--- src/rtl/scmp_microcode_seq_pkg.sv ---
// Shared types and constants for the SC/MP microcode sequencer: next-address
// modes, branch conditions, microcode address type and entry-point labels.
package scmp_microcode_pak;

  localparam int UPC_W = 7;
  localparam int DLY_W = 18;

  typedef logic [UPC_W-1:0] NEXTPC_t;

  typedef enum logic [2:0] {
    NXT_NEXT   = 3'd0,
    NXT_JMP    = 3'd1,
    NXT_COND   = 3'd2,
    NXT_DECODE = 3'd3,
    NXT_FETCH  = 3'd4,
    NXT_HALT   = 3'd5,
    NXT_DLY    = 3'd6
  } NXT_t;

  typedef enum logic [1:0] {
    COND_ALWAYS = 2'd0,
    COND_Z      = 2'd1,
    COND_NZ     = 2'd2,
    COND_POS    = 2'd3
  } COND_t;

  localparam NEXTPC_t UCLBL_FETCH  = 7'h08;
  localparam NEXTPC_t UCLBL_DECODE = 7'h09;
  localparam NEXTPC_t UCLBL_DLY    = 7'h70;
  localparam NEXTPC_t UCLBL_HALT   = 7'h7C;

  function automatic logic cond_met(input COND_t sel, input logic flag_z, input logic flag_ac7);
    logic met;
    unique case (sel)
      COND_ALWAYS: met = 1'b1;
      COND_Z:      met = flag_z;
      COND_NZ:     met = !flag_z;
      COND_POS:    met = !flag_ac7;
      default:     met = 1'b0;
    endcase
    return met;
  endfunction

endpackage

--- src/rtl/scmp_microcode_seq_if.sv ---
// Microword/status bundle between the microcode ROM + datapath and the sequencer.
interface scmp_microcode_seq_if;
  import scmp_microcode_pak::*;

  NEXTPC_t           op_pc;
  NXT_t              uc_nxt;
  NEXTPC_t           uc_jmp;
  COND_t             uc_cond;
  logic              uc_mem;
  logic              uc_dly_ld;
  logic [DLY_W-1:0]  dly_val;
  logic              mem_ack;
  logic              flag_z;
  logic              flag_ac7;
  logic              cont;
  NEXTPC_t           upc;
  logic              halted;
  logic              dly_busy;
  logic              decode_stb;

  modport master (
    input  op_pc, uc_nxt, uc_jmp, uc_cond, uc_mem, uc_dly_ld, dly_val,
           mem_ack, flag_z, flag_ac7, cont,
    output upc, halted, dly_busy, decode_stb
  );

  modport slave (
    output op_pc, uc_nxt, uc_jmp, uc_cond, uc_mem, uc_dly_ld, dly_val,
           mem_ack, flag_z, flag_ac7, cont,
    input  upc, halted, dly_busy, decode_stb
  );

endinterface

--- src/rtl/scmp_microcode_seq_dly_counter.sv ---
// Down-counter for the DLY instruction: load wins over decrement, saturates at 0.
module scmp_dly_counter
  import scmp_microcode_pak::*;
#(
  parameter int W = DLY_W
) (
  input  logic         clk,
  input  logic         rst_n,
  input  logic         load,
  input  logic [W-1:0] load_val,
  input  logic         dec,
  output logic         zero
);

  logic [W-1:0] count;

  // NOTE: state registers use non-blocking (<=) so every flop samples pre-edge values.
  always_ff @(posedge clk or negedge rst_n) begin
    if (!rst_n) begin
      count <= '0;
    end else if (load) begin
      count <= load_val;
    end else if (dec && (count != '0)) begin
      count <= count - W'(1);
    end
  end

  assign zero = (count == '0);

endmodule

--- src/rtl/scmp_microcode_seq.sv ---
// SC/MP microcode sequencer: owns upc and selects the next microcode address
// each cycle, covering bus stalls, microbranches, HALT wait and DLY countdown.
module scmp_microcode_seq
  import scmp_microcode_pak::*;
(
  input  logic                  clk,
  input  logic                  rst_n,
  scmp_microcode_seq_if.master  bus
);

  NEXTPC_t upc_q;
  NEXTPC_t upc_d;
  NEXTPC_t upc_inc;
  logic    stall;
  logic    dly_ld;
  logic    dly_dec;
  logic    dly_zero;

  assign stall   = bus.uc_mem && !bus.mem_ack;
  assign upc_inc = upc_q + NEXTPC_t'(1);

  // NOTE: every always_comb output gets a default first so no path can infer a latch.
  always_comb begin
    upc_d   = upc_q;
    dly_ld  = 1'b0;
    dly_dec = 1'b0;
    if (!stall) begin
      dly_ld = bus.uc_dly_ld;
      case (bus.uc_nxt)
        NXT_NEXT:   upc_d = upc_inc;
        NXT_JMP:    upc_d = bus.uc_jmp;
        NXT_COND:   upc_d = cond_met(bus.uc_cond, bus.flag_z, bus.flag_ac7) ? bus.uc_jmp : upc_inc;
        NXT_DECODE: upc_d = bus.op_pc;
        NXT_HALT:   upc_d = bus.cont ? UCLBL_FETCH : upc_q;
        NXT_DLY: begin
          // A load in the DLY step itself holds here; the countdown begins next cycle.
          if (bus.uc_dly_ld) begin
            upc_d = upc_q;
          end else if (!dly_zero) begin
            dly_dec = 1'b1;
          end else begin
            upc_d = upc_inc;
          end
        end
        default:    upc_d = UCLBL_FETCH;
      endcase
    end
  end

  always_ff @(posedge clk or negedge rst_n) begin
    if (!rst_n) begin
      upc_q <= UCLBL_FETCH;
    end else begin
      upc_q <= upc_d;
    end
  end

  scmp_dly_counter #(.W(DLY_W)) u_dly (
    .clk      (clk),
    .rst_n    (rst_n),
    .load     (dly_ld),
    .load_val (bus.dly_val),
    .dec      (dly_dec),
    .zero     (dly_zero)
  );

  assign bus.upc        = upc_q;
  assign bus.halted     = rst_n && (bus.uc_nxt == NXT_HALT);
  assign bus.decode_stb = rst_n && (bus.uc_nxt == NXT_DECODE) && !stall;
  assign bus.dly_busy   = !dly_zero;

endmodule

--- src/flat_wrapper.sv ---
// flat-port wrapper written by rule: the top's interface ports become plain ports
module scmp_microcode_seq_flat import scmp_microcode_pak::*;
  (clk, rst_n, bus_op_pc, bus_uc_nxt, bus_uc_jmp, bus_uc_cond, bus_uc_mem, bus_uc_dly_ld, bus_dly_val, bus_mem_ack, bus_flag_z, bus_flag_ac7, bus_cont, bus_upc, bus_halted, bus_dly_busy, bus_decode_stb);
  scmp_microcode_seq_if bus_i ();
  input  logic clk;
  input  logic rst_n;
  input wire logic [$bits(bus_i.op_pc)-1:0] bus_op_pc;
  input wire logic [$bits(bus_i.uc_nxt)-1:0] bus_uc_nxt;
  input wire logic [$bits(bus_i.uc_jmp)-1:0] bus_uc_jmp;
  input wire logic [$bits(bus_i.uc_cond)-1:0] bus_uc_cond;
  input wire logic [$bits(bus_i.uc_mem)-1:0] bus_uc_mem;
  input wire logic [$bits(bus_i.uc_dly_ld)-1:0] bus_uc_dly_ld;
  input wire logic [$bits(bus_i.dly_val)-1:0] bus_dly_val;
  input wire logic [$bits(bus_i.mem_ack)-1:0] bus_mem_ack;
  input wire logic [$bits(bus_i.flag_z)-1:0] bus_flag_z;
  input wire logic [$bits(bus_i.flag_ac7)-1:0] bus_flag_ac7;
  input wire logic [$bits(bus_i.cont)-1:0] bus_cont;
  output wire logic [$bits(bus_i.upc)-1:0] bus_upc;
  output wire logic [$bits(bus_i.halted)-1:0] bus_halted;
  output wire logic [$bits(bus_i.dly_busy)-1:0] bus_dly_busy;
  output wire logic [$bits(bus_i.decode_stb)-1:0] bus_decode_stb;
  assign bus_i.op_pc = bus_op_pc;
  assign bus_i.uc_nxt = bus_uc_nxt;
  assign bus_i.uc_jmp = bus_uc_jmp;
  assign bus_i.uc_cond = bus_uc_cond;
  assign bus_i.uc_mem = bus_uc_mem;
  assign bus_i.uc_dly_ld = bus_uc_dly_ld;
  assign bus_i.dly_val = bus_dly_val;
  assign bus_i.mem_ack = bus_mem_ack;
  assign bus_i.flag_z = bus_flag_z;
  assign bus_i.flag_ac7 = bus_flag_ac7;
  assign bus_i.cont = bus_cont;
  assign bus_upc = bus_i.upc;
  assign bus_halted = bus_i.halted;
  assign bus_dly_busy = bus_i.dly_busy;
  assign bus_decode_stb = bus_i.decode_stb;
  scmp_microcode_seq u_core (.clk(clk), .rst_n(rst_n), .bus(bus_i));
endmodule
--- config.mk ---
export PLATFORM = sky130hd
export DESIGN_NAME = scmp_microcode_seq_flat
export DESIGN_NICKNAME = d
export VERILOG_FILES = /design/src/rtl/scmp_microcode_seq_pkg.sv /design/src/rtl/scmp_microcode_seq_if.sv /design/src/rtl/scmp_microcode_seq_dly_counter.sv /design/src/rtl/scmp_microcode_seq.sv /design/src/flat_wrapper.sv
export SDC_FILE = /design/constraint.sdc
export NUM_CORES = 1
export LEC_CHECK = 0
export CORE_ASPECT_RATIO = 0.9
export CORE_MARGIN = 3
export CORE_UTILIZATION = 48
export CTS_CLUSTER_DIAMETER = 150
export DETAILED_ROUTE_END_ITERATION = 12
export PLACE_DENSITY = 0.79
export SLEW_MARGIN = 20
export SYNTH_ARGS = -nofsm -noshare
export SYNTH_HDL_FRONTEND = slang
export SYNTH_HIERARCHICAL = 1
export SYNTH_SLANG_ARGS = --single-unit
--- constraint.sdc ---
create_clock -name clk -period 3.95 [get_ports clk]
set_input_delay 0.9875 -clock clk [delete_from_list [all_inputs] [get_ports clk]]
set_output_delay 0.9875 -clock clk [all_outputs]
set_load 0.005 [all_outputs]
Word-level counts from Yosys, hierarchy flattened. Cells that the tools add are included.

Register bits: 25. Bits in latches: 0. Bits in writable memories: 0. ROM bits: 0. Logic and storage cells: 47. Memories: 0.

Add/subtract/negate cells: 2. $mul: 0. Div/mod/pow operators: 0. Order comparisons: 0. Eq/ne operators: 11. Shift operators: 0. Mux-type cells: 15. Bitwise gates (word level): 1. Reductions and logical operators: 16.

Operators by type and width (number): 7-bit one-hot mux with 6 select lines (1); 18-bit two-way mux (2); 7-bit two-way mux (4); 18-bit logical NOT (1); 18-bit nonzero test (1); 18-bit by 1-bit subtractor with 18-bit output, second input constant (1); 7-bit by 1-bit adder with 7-bit output, second input constant (1); 1-bit two-way mux (7); 3-bit by 2-bit equality test with 1-bit output, second input constant (2); 3-bit equality test, second input constant (2); 1-bit logical AND (5); 1-bit logical NOT (5); 2-bit equality test, second input constant (2); 2-bit inequality test, second input constant (2); 1-bit one-hot mux with 4 select lines (1); 4-bit AND reduction (1); 3-bit by 1-bit equality test with 1-bit output, second input constant (1); 3-bit logical NOT (1); 2-bit by 1-bit equality test with 1-bit output, second input constant (1); 2-bit logical NOT (1); 2-bit by 1-bit inequality test with 1-bit output, second input constant (1); 2-bit nonzero test (1); 1-bit inverter (1).

Longest topological paths before layout.
Word-level depth: 8. Gate-level depth with buffers: 12.

Cells and area by module. The synthesis kept the hierarchy.

Modules (own cells, without submodules): scmp_dly_counter (times used 1, cells an instance 143, area each 1217.4 sq um, seq. area each 450.4 sq um); scmp_microcode_seq (times used 1, cells an instance 83, area each 755.7 sq um, seq. area each 176.4 sq um).

Worst setup path after synthesis. Ideal clock, no wire load.

Path kind: register -> register. Start point: reg u_core.u_dly.count[8]. End point: reg u_core.u_dly.count[10]. Library setup time: 87 ps. Arrival time: 2764 ps. Required time: 3863 ps. Path slack: 1099 ps. Stages on the path, launching flop included: 12. Buffers on the path: 1. Clock period less this slack: 2851 ps. Path through: dfrtp_1 -> or4_1 -> or3_4 -> clkbuf_1 -> nor2_1 -> inv_1 -> nand2_1 -> nor4_1 -> nand4bb_1 -> or4_1 -> or4_1 -> o211ai_1.

Word-level cells in the longest chain between the ends: 7. Elaborated cells on any way between the ends: 11. Classes of those cells: 1 x add/sub; 6 x mux; 4 x reduce/logical.

Ends and longest elaborated chain: start, declared (line scmp_microcode_seq_dly_counter.sv:15) `logic [W-1:0] count;`; start signal, assigned (line scmp_microcode_seq_dly_counter.sv:22) `count <= load_val;`; start signal, assigned (line scmp_microcode_seq_dly_counter.sv:24) `count <= count - W'(1);`; 18-bit logical NOT (line scmp_microcode_seq_dly_counter.sv:28) `assign zero = (count == '0);`; net u_core.dly_zero (line scmp_microcode_seq.sv:17) `logic dly_zero;`; 1-bit two-way mux (line scmp_microcode_seq.sv:39) `end else if (!dly_zero) begin`; 1-bit two-way mux (line scmp_microcode_seq.sv:37) `if (bus.uc_dly_ld) begin`; 1-bit two-way mux (line scmp_microcode_seq.sv:29) `case (bus.uc_nxt)`; 1-bit two-way mux (line scmp_microcode_seq.sv:27) `if (!stall) begin`; net u_core.dly_dec (line scmp_microcode_seq.sv:16) `logic dly_dec;`; 1-bit logical AND (line scmp_microcode_seq_dly_counter.sv:23) `end else if (dec && (count != '0)) begin`; 2-bit nonzero test (no line).

The timed path passes the listed nets, and every way through them passes these cells. The select of a mux whose other input is x is not followed. A chain may end at the register's enable or synchronous reset.

Worst setup path in the final report.
Start point: in bus_uc_nxt[2]. End point: out bus_decode_stb.

Word-level cells in the longest chain between the ends: 3.

Ends and longest elaborated chain: start, declared (line flat_wrapper.sv:8) `input wire logic [$bits(bus_i.uc_nxt)-1:0] bus_uc_nxt;`; 3-bit by 2-bit equality test with 1-bit output (line scmp_microcode_seq.sv:69) `assign bus.decode_stb = rst_n && (bus.uc_nxt == NXT_DECODE) && !stall;`; 1-bit logical AND (2 in series) (line scmp_microcode_seq.sv:69); end, declared (line flat_wrapper.sv:21) `output wire logic [$bits(bus_i.decode_stb)-1:0] bus_decode_stb;`.

Every way passes these cells.

==> summary.md <==
| Metric | Value |
|---|---|
| Outcome | `finished clean` |
| Post-synthesis instance area | `just under 2000 um2` |
| Worst Max-Slew Pin Slew | `roughly 0.73 ns` |
| Skew final | `0.00355 ns` |
| Net Count, Synth | `273` |
| Max-capacitance violation count | `0` |
| Buffers & Inverters on Critical Path | `2` |
| CTS Root Buffer Type | `sky130_fd_sc_hd__clkbuf_8` |
| Worst hold margin | `0.542 ns` |
| CP Capture Point | `bus_decode_stb` |
| Setup_tns | `0 ns` |
| Number of flops mapped to enable cells by yosys | `0` |
| Hold Vio Cnt, Final | `0` |
| Cell count after synthesis | `226` |
| RD Place Congestion | `0.950` |
| Clock tree from TritonCTS | `yes` |
| Row cnt | `21` |
| Endpoint class of the critical path | `output pin` |
| Die width | `between 70 and 80 um` |
| Final HPWL from detailed placement | `4200 um` |
| Vias | `a little over 2k` |
| Critical path origin | `bus_uc_nxt[2]` |
| Number of flip-flops and latches in the synthesized netlist | `25` |
| Die extent in y | `~67 um` |
| Most frequent cells in the layout | `sky130_fd_sc_hd__clkdlybuf4s50_1, sky130_fd_sc_hd__dfrtp_1, sky130_fd_sc_hd__nand2_1` |
| Initial core utilization | `between 50% and 60%` |
| Net total in the final layout | `between 300 and 400` |
| Period utilisation layout | `90.1%` |
| Max-slew violation total from the final report | `0` |
| Total track usage | `22.6%` |
| Routed wire length | `approximately 5400 um` |
| Critical Path Max Stage Delay | `between 0.5 and 0.6 ns` |
| Async set-or-reset flop fraction in the synthesized netlist | `100%` |
| Highest fanout seen on the critical path | `7` |
| Remaining global-route overflow | `0` |
| Worst path arrival time | `2.57 ns` |
| Insertion delay of the later-clocked pin in the worst-skew pair | `approximately 0.27 ns` |
| Finished layout cell area | `between 2000 and 3000 um2` |
| Via count of the first global-routing pass | `1818` |
| Residual antenna-violating net count after detailed routing | `0` |
| Cell-by-cell trace of the critical path | `clkdlybuf4s50_1 -> or2_2 -> nor2_1 -> clkdlybuf4s50_1` |
| Total clock buffers created by CTS | `3` |
| Placeable Area | `approximately 3800 um2` |
| Placed instance area | `2590 um2` |
| Most common cell after layout, fill and taps aside | `sky130_fd_sc_hd__clkdlybuf4s50_1` |
| Resized Gates After CTS | `0` |
| Most used DFF post-synth | `sky130_fd_sc_hd__dfrtp_1` |
| Data required time at the worst endpoint | `between 2 and 3 ns` |
| Area growth from synthesis to layout | `33.6%` |
| Syn. warnings | `6` |
| Max frequency | `0.281 GHz` |
| Max H-tree Level | `1` |
| Cell repeated most along the worst path | `sky130_fd_sc_hd__clkdlybuf4s50_1` |
| Count of distinct cell types in the synthesized netlist | `62` |
| Routed WL per cell | `approximately 16 um` |
| Worst setup path category | `input pin to output pin` |
| Setup bufs post-CTS | `0` |
| Share of post-route cells with drive strength above 1 | `a little over an eighth` |
| Sink count of the clock tree | `25` |
| R2R depth | `10` |
| Syn_area_per_cell | `~8.7 um2` |
| Final setup viols | `0` |
| Crit path max-delay family | `buffers and inverters` |
| Class of the tightest hold or removal check | `flop to flop` |
| Pwr per Cell Area | `around 270 nW/um2` |
| Sequential fraction of the synthesis area | `31.8%` |
| Register-to-register setup slack | `between 1 and 1.5 ns` |
| Largest net degree at the start of global routing | `33` |
| CP Launch Type | `input pin` |
| CTS clock-pin slew for the worst setup and hold paths | `approximately 0.10 ns` |
| Wire length of the first global-routing pass | `slightly below 9000 um` |
| Worst slew margin relative to its limit | `50.7%` |
| Static leakage | `0.981 nW` |
| Levels on crit path | `4` |
| Count of inserted antenna diode cells | `0` |
| Drt first-iter violations | `between 150 and 200` |
| Via/cell ratio | `6.30` |
| Time the worst path needs with I/O delays and setup | `between 3 and 4 ns` |
| Highest ir drop seen on vdd | `between 0.00015 and 0.0002 V` |
| Remaining design rule violation count | `0` |
| Count of buffers inserted at the top-level ports | `54` |
| Count of pins on the block boundary | `55` |
| Reg2Reg Capture Point | `u_core/u_dly/count[6]` |
| Initial antenna violation count | `0` |
| Detailed Routing Iterations Pass 1 | `5` |
| Unrepaired setup endpoints after global routing | `no` |
| Hold-fix buffers at CTS | `0` |
| Total Die Area | `around 4900 um2` |
| Max stage delay cell, worst path | `sky130_fd_sc_hd__clkdlybuf4s50_1` |
| Clock Path Buffers | `2` |
| Startpoint of the lowest-slack register-to-register path | `u_core/u_dly/count[6]` |
-- state kept, by name (all words and copies together), names as in the netlist --
| name | count |
|---|---|
| u_core/bus.upc | 7 |
| u_core/u_dly/count | 18 |
-- logic make-up (layout without fill, tap and decap cells) --
family | Yosys count | count (layout) | share of synthesized area (%)
AO/OA/AOI/OAI | 70 | 70 | 26.9
adder cells (fa/ha/maj) | 2 | 2 | 1.27
buffers and inverters | 18 | 75 | 4.44
flip-flops | 25 | 25 | 31.8
multiplexers | 8 | 8 | 4.50
AND/OR/NAND/NOR | 103 | 103 | 31.1
-- per-layer routing --
metal	GRT usage (%)	share of wire, %
met2	31.2	40
met1	36.6	51
met3	4.07	8.7
met5	0	0
met4	3.17	0.28
-- cell type report --
cell class | count | area [um2]
Tap cell | 46 | 57.6
Timing Repair Buffer | 62 | 601
Clock buffer | 3 | 41.3
Clock inverter | 1 | 8.76
Sequential cell | 25 | 627
Fill cell | 330 | 1200
Inverter | 9 | 33.8
Multi-Input combinational cell | 183 | 1270
-- worst min path at each step --
stage / from / end / slack (ns) / depth (start not counted)
6_report: u_core/bus.upc[3] / u_core/bus.upc[3] / 0.54 / 2
3_3_place_gp: u_core/bus.upc[3] / u_core/bus.upc[3] / 0.51 / 2
2_1_floorplan: u_core/bus.upc[3] / u_core/bus.upc[3] / 0.50 / 2
5_1_grt: u_core/bus.upc[3] / u_core/bus.upc[3] / 0.56 / 2
3_5_place_dp: u_core/bus.upc[3] / u_core/bus.upc[3] / 0.53 / 2
4_1_cts: u_core/bus.upc[3] / u_core/bus.upc[3] / 0.54 / 2
-- tightest hold or removal path, stage by stage, from the launching register on --
cell	delay, ns
sky130_fd_sc_hd__dfstp_2	0.39
sky130_fd_sc_hd__inv_1	0.08
sky130_fd_sc_hd__a21oi_1	0.07
-- through the flow --
| stage | total power (W) | instances | util [%] | setup WS (ns) |
|---|---|---|---|---|
| after floorplan | 0.000441 | 226 | - | 1.10 |
| after global placement | 0.000547 | 325 | 67.4 | 0.400 |
| after detailed placement | 0.000551 | 325 | 67.4 | 0.390 |
| after CTS | 0.000715 | 329 | 68.7 | 0.383 |
| after global routing | 0.000757 | 329 | 68.7 | 0.308 |
| final | 0.000712 | 329 | 68.7 | 0.390 |
-- where the power goes --
part | internal (W) | total, W | leakage [nW] | switching (W)
combinational | 0.000121 | 0.000215 | 0.657 | 0.0000941
clock | 0.0000741 | 0.000164 | 0.0261 | 0.0000897
sequential | 0.000290 | 0.000333 | 0.298 | 0.0000437
total | 0.000484 | 0.000712 | 0.981 | 0.000228
-- cells in the mapped netlist (3+ instances only) --
master | n | area (um2)
sky130_fd_sc_hd__clkbuf_1 | 7 | 26.3
sky130_fd_sc_hd__mux2_2 | 6 | 67.6
sky130_fd_sc_hd__dfrtp_1 | 24 | 601
sky130_fd_sc_hd__or3_1 | 4 | 25.0
sky130_fd_sc_hd__a31oi_1 | 5 | 31.3
sky130_fd_sc_hd__nand3_1 | 13 | 65.1
sky130_fd_sc_hd__a21oi_1 | 10 | 50.1
sky130_fd_sc_hd__a22oi_1 | 8 | 60.1
sky130_fd_sc_hd__or4_1 | 8 | 60.1
sky130_fd_sc_hd__and4b_1 | 3 | 30.0
sky130_fd_sc_hd__a2bb2oi_1 | 4 | 35.0
sky130_fd_sc_hd__nor2_1 | 16 | 60.1
sky130_fd_sc_hd__nand4_1 | 4 | 25.0
sky130_fd_sc_hd__nand2b_1 | 3 | 18.8
sky130_fd_sc_hd__o311ai_0 | 4 | 35.0
sky130_fd_sc_hd__nor3_1 | 7 | 35.0
sky130_fd_sc_hd__nand2_1 | 18 | 67.6
sky130_fd_sc_hd__o21ai_0 | 8 | 40.0
sky130_fd_sc_hd__inv_1 | 8 | 30.0
sky130_fd_sc_hd__o32a_1 | 3 | 30.0
sky130_fd_sc_hd__o211ai_1 | 4 | 30.0
sky130_fd_sc_hd__nor4_1 | 5 | 31.3
No activity file was read; power rests on OpenSTA's default activity.
